===== src/rtl/alu_sequencer.sv =====
// Collects opcode, A and B words from a valid/ready stream, runs one external-ALU cycle, presents the result.
// Latency: one edge from the B-word transfer to out_valid; best case one result every 5 cycles.
// Backpressure: in_ready drops from EXEC until the result is taken; HOLD waits for out_ready, no bypass.
module alu_sequencer #(
    parameter int N = 8
) (
    input  logic         clk,
    input  logic         rst_n,
    input  logic [N-1:0] in_data,
    input  logic         in_valid,
    output logic         in_ready,
    output logic [N-1:0] alu_a,
    output logic [N-1:0] alu_b,
    output logic [2:0]   alu_control,
    input  logic [N-1:0] alu_result,
    output logic [N-1:0] out_data,
    output logic [2:0]   out_op,
    output logic         out_err,
    output logic         out_valid,
    input  logic         out_ready,
    output logic [15:0]  op_count
);

    typedef enum logic [2:0] {
        IDLE,
        LOAD_A,
        LOAD_B,
        EXEC,
        HOLD
    } state_t;

    localparam logic [2:0] OP_UNDEF = 3'b011;

    state_t state;
    logic   in_xfer;
    logic   op_undef;

    assign in_xfer  = in_valid && in_ready;
    assign op_undef = (alu_control == OP_UNDEF);

    always_ff @(posedge clk or negedge rst_n) begin
        if (!rst_n) begin
            state       <= IDLE;
            in_ready    <= 1'b1;
            alu_a       <= '0;
            alu_b       <= '0;
            alu_control <= '0;
            out_data    <= '0;
            out_op      <= '0;
            out_err     <= 1'b0;
            out_valid   <= 1'b0;
            op_count    <= '0;
        end else begin
            case (state)
                IDLE: begin
                    if (in_xfer) begin
                        alu_control <= in_data[2:0];
                        state       <= LOAD_A;
                    end
                end
                LOAD_A: begin
                    if (in_xfer) begin
                        alu_a <= in_data;
                        state <= LOAD_B;
                    end
                end
                LOAD_B: begin
                    if (in_xfer) begin
                        alu_b    <= in_data;
                        in_ready <= 1'b0;
                        state    <= EXEC;
                    end
                end
                EXEC: begin
                    // The ALU floats its result for the undefined opcode, so never sample it then.
                    out_data  <= op_undef ? '0 : alu_result;
                    out_op    <= alu_control;
                    out_err   <= op_undef;
                    out_valid <= 1'b1;
                    state     <= HOLD;
                end
                HOLD: begin
                    if (out_ready) begin
                        out_valid <= 1'b0;
                        op_count  <= op_count + 16'd1;
                        in_ready  <= 1'b1;
                        state     <= IDLE;
                    end
                end
                default: begin
                    in_ready <= 1'b1;
                    state    <= IDLE;
                end
            endcase
        end
    end

endmodule

===== config.mk =====
export PLATFORM = sky130hd
export DESIGN_NAME = alu_sequencer
export DESIGN_NICKNAME = d
export VERILOG_FILES = /design/src/rtl/alu_sequencer.sv
export SDC_FILE = /design/constraint.sdc
export NUM_CORES = 1
export LEC_CHECK = 0
export ABC_AREA = 0
export CORE_ASPECT_RATIO = 1.4
export CORE_UTILIZATION = 25
export CTS_BUF_LIST = sky130_fd_sc_hd__clkbuf_8
export CTS_CLUSTER_SIZE = 14
export DETAILED_ROUTE_END_ITERATION = 12
export SLEW_MARGIN = 20
export SYNTH_ARGS = -nofsm -noshare
export SYNTH_HDL_FRONTEND = slang
export SYNTH_SLANG_ARGS = --single-unit

===== constraint.sdc =====
create_clock -name clk -period 1.8 [get_ports clk]
set_input_delay 0.36 -clock clk [delete_from_list [all_inputs] [get_ports clk]]
set_output_delay 0.36 -clock clk [all_outputs]
set_load 0.02 [all_outputs]

==> run metrics <==
outcome finished with violations; violated checks negative hold slack; I/O Pins 69; Max Clock Freq 0.580 GHz; CP startpoint op_count[11]; Syn Inst Count 154; area post-placement 0.00294 mm^2; Worst Max-Slew Pin Slew 0.491 ns; vias in the first global route 1518; CORE AREA 0.00810 mm^2; startpoint type of the worst setup path flip-flop; antenna fix cells 0; multi-input logic area 739 um^2; Cell Rows 39; Non-Filler Instances 337; yosys warns 0; gr ovfl total 0; clk buf depth 2; arrival time worst endpoint 1.36 ns; placed cells 329; CTS root buf clkbuf_8; post-synth cell types 29; Final Hold Fails 9; Vias/cell 4.40; total wire length 4430 um; top-area cell type share of the netlist area 61.2%; Syn Area/Cell 13.5 um^2; most area-hungry cell type in the Yosys netlist dfrtp_1; register bit total from synthesis 52; antenna violations before repair 0; max_slew headroom 67.2%; Worst-Skew Late Latency 0.30 ns; DRT iter0 DRCs 58; area growth from synthesis to layout 45.4%; first-pass GRT wire length 7290 um; Routability Congestion 0.700; WL per Instance 13.1 um; CP cell instances clkdlybuf4s50_1; Critical path buffers and inverters 1; critical path class flip-flop to output port; post-CTS setup buffers 0; RSZ-0062 raised after global routing false; Max Slew Vio Count 0; Final Setup Violations 0; P_leak 1.37 nW; final worst path period need 1.72 ns; TritonCTS clock tree done; Die H 110 um; delay-heaviest family, CP buffers and inverters; nets 255; Peak VDD IR 0.536 mV; Global Route Usage Sum 10.9%; IO buf count 68; CP max stage cell clkdlybuf4s50_1; clk_skew 0.0104 ns; mapped cell area 0.00208 mm^2; drt drc 0; die width 79.2 um; cts hold-fix bufs 0; router iterations before antenna repair 4; TritonCTS Buffers 5; Initial Util 25.7%; Detail Route Antenna Nets 0; worst hold slack -0.00459 ns; fin crit share 95.7%; Synth area leaders dfrtp_1 (61%), mux2_2 (6.5%), mux2_1 (5.4%), xnor2_1 (5.0%), a22o_1 (3.4%); HPWL Detailed 3280 um; register area share after synthesis 62.5%; via count 1483; CTS sink count 52; CTS H-Tree Depth 2; CP max stage delay 0.63 ns; worst path required time 1.44 ns; design area 0.00303 mm^2; CP Capture Type output port; Synth Net Count 175; Hold WC Path Type primary input to asynchronous set/reset pin; register area 0.00130 mm^2; R2R Setup Slk 0.25 ns; Core Util, Final 37.4%; largest net degree at the start of global routing 23; pwr dens 1340 mW/mm^2; RR Startpoint state[1]; Layout fillers 845; Worst-path clk slew 0.10 ns; crit path max fanout 5; share of layout cells above drive strength 1 14.5%; Die ar. 0.00871 mm^2; max cap viols 0
## synth_stat cells
cell type / instances
a21oi_1: 4
a22o_1: 8
a31oi_2: 1
and3_1: 4
and4_1: 1
and4bb_1: 1
buf_2: 1
buf_6: 2
clkbuf_1: 1
dfrtp_1: 51
dfstp_2: 1
ha_1: 1
inv_1: 3
mux2_1: 10
mux2_2: 12
nand2_1: 10
nand2b_1: 1
nand3_1: 6
nand3b_1: 1
nand4_1: 5
nor2_1: 5
nor2_2: 1
nor2b_1: 2
nor3_1: 1
nor3_2: 2
o21ai_0: 3
o22a_1: 1
xnor2_1: 12
xor2_1: 3
## cell families after synthesis
| logic type | after synthesis | share of synthesized area, % |
|---|---|---|
| AOI/OAI and AO/OA | 17 | 6.06 |
| xor gates and xnor gates | 15 | 6.30 |
| adders and majority gates | 1 | 0.600 |
| buffers and inverters | 7 | 2.04 |
| DFF | 52 | 62.5 |
| muxes | 22 | 11.9 |
| and+or+nand+nor | 40 | 10.6 |
## per-layer routing
metal / vias to the layer above / GRT usage [%] / part of all wire, %
met4: 0 / 4.29 / 1.5
met3: 6 / 2.96 / 5.6
met2: 43 / 20.0 / 54
met1: 731 / 11.7 / 39
met5: - / 0 / 0
li1: 703 / - / -
## sequential cells by signal, summed over array words and instances (netlist names)
register,flops
in_ready,1
alu_a,8
op_count,16
alu_b,8
out_err,1
out_op,3
state,3
out_valid,1
alu_control,3
out_data,8
## cells in the final DEF (no fill, tap or decap), types with 2 or more instances in the layout
cell              n
inv_1             4
dlymetal6s2s_1    3
mux2_2           12
nor2_1            5
nor2b_1           2
xnor2_1          12
a21oi_1           4
nand3_1           6
xor2_1            3
nor3_2            2
a22o_1            8
o21ai_0           3
clkdlybuf4s50_1  63
clkbuf_8          5
mux2_1           10
nand4_1           5
dfrtp_1          51
nand2_1          10
buf_4             8
and3_1            4
## power by group
group	switching [mW]	internal [mW]	leakage [nW]
Combinational	0.752	0.883	0.647
Sequential	0.237	1.54	0.676
Clock	0.388	0.272	0.0455
Total	1.38	2.69	1.37
## path summary, 6_finish.rpt
path | end | depth (start not counted)
setup / recovery | op_count[11] | 1
hold / removal | out_data[5] | 1
setup reg to reg | op_count[15] | 4
hold reg to reg | op_count[15] | 1
max in group asynchronous | op_count[1] | 2
min in group clk | op_count[15] | 1
## timing repair
| action | CTS | global route |
|---|---|---|
| endpoints found under the hold margin | 0 | 0 |
| endpoints found under the setup margin | 1 | 3 |
| resized for setup | 1 | 3 |
## through the flow
step / setup TNS [ns] / power (mW) / setup slack, ns
after floorplan: 0 / 2.56 / 0.352
after global placement: -0.621 / 3.44 / -0.0764
after detailed placement: -1.27 / 3.46 / -0.116
after CTS: 0 / 4.16 / 0.0246
after global routing: 0 / 4.32 / 0.00509
final: 0 / 4.07 / 0.0772
## area by class of cell
type | count | area share, %
multi-input cells | 95 | 24.4
inverters | 3 | 0.371
clock inverters | 3 | 0.660
clock buffers | 5 | 2.27
repair buffers | 77 | 25.1
flip-flops and latches | 52 | 43.0
well taps | 102 | 4.21
Power figures use the tool's default switching activity.
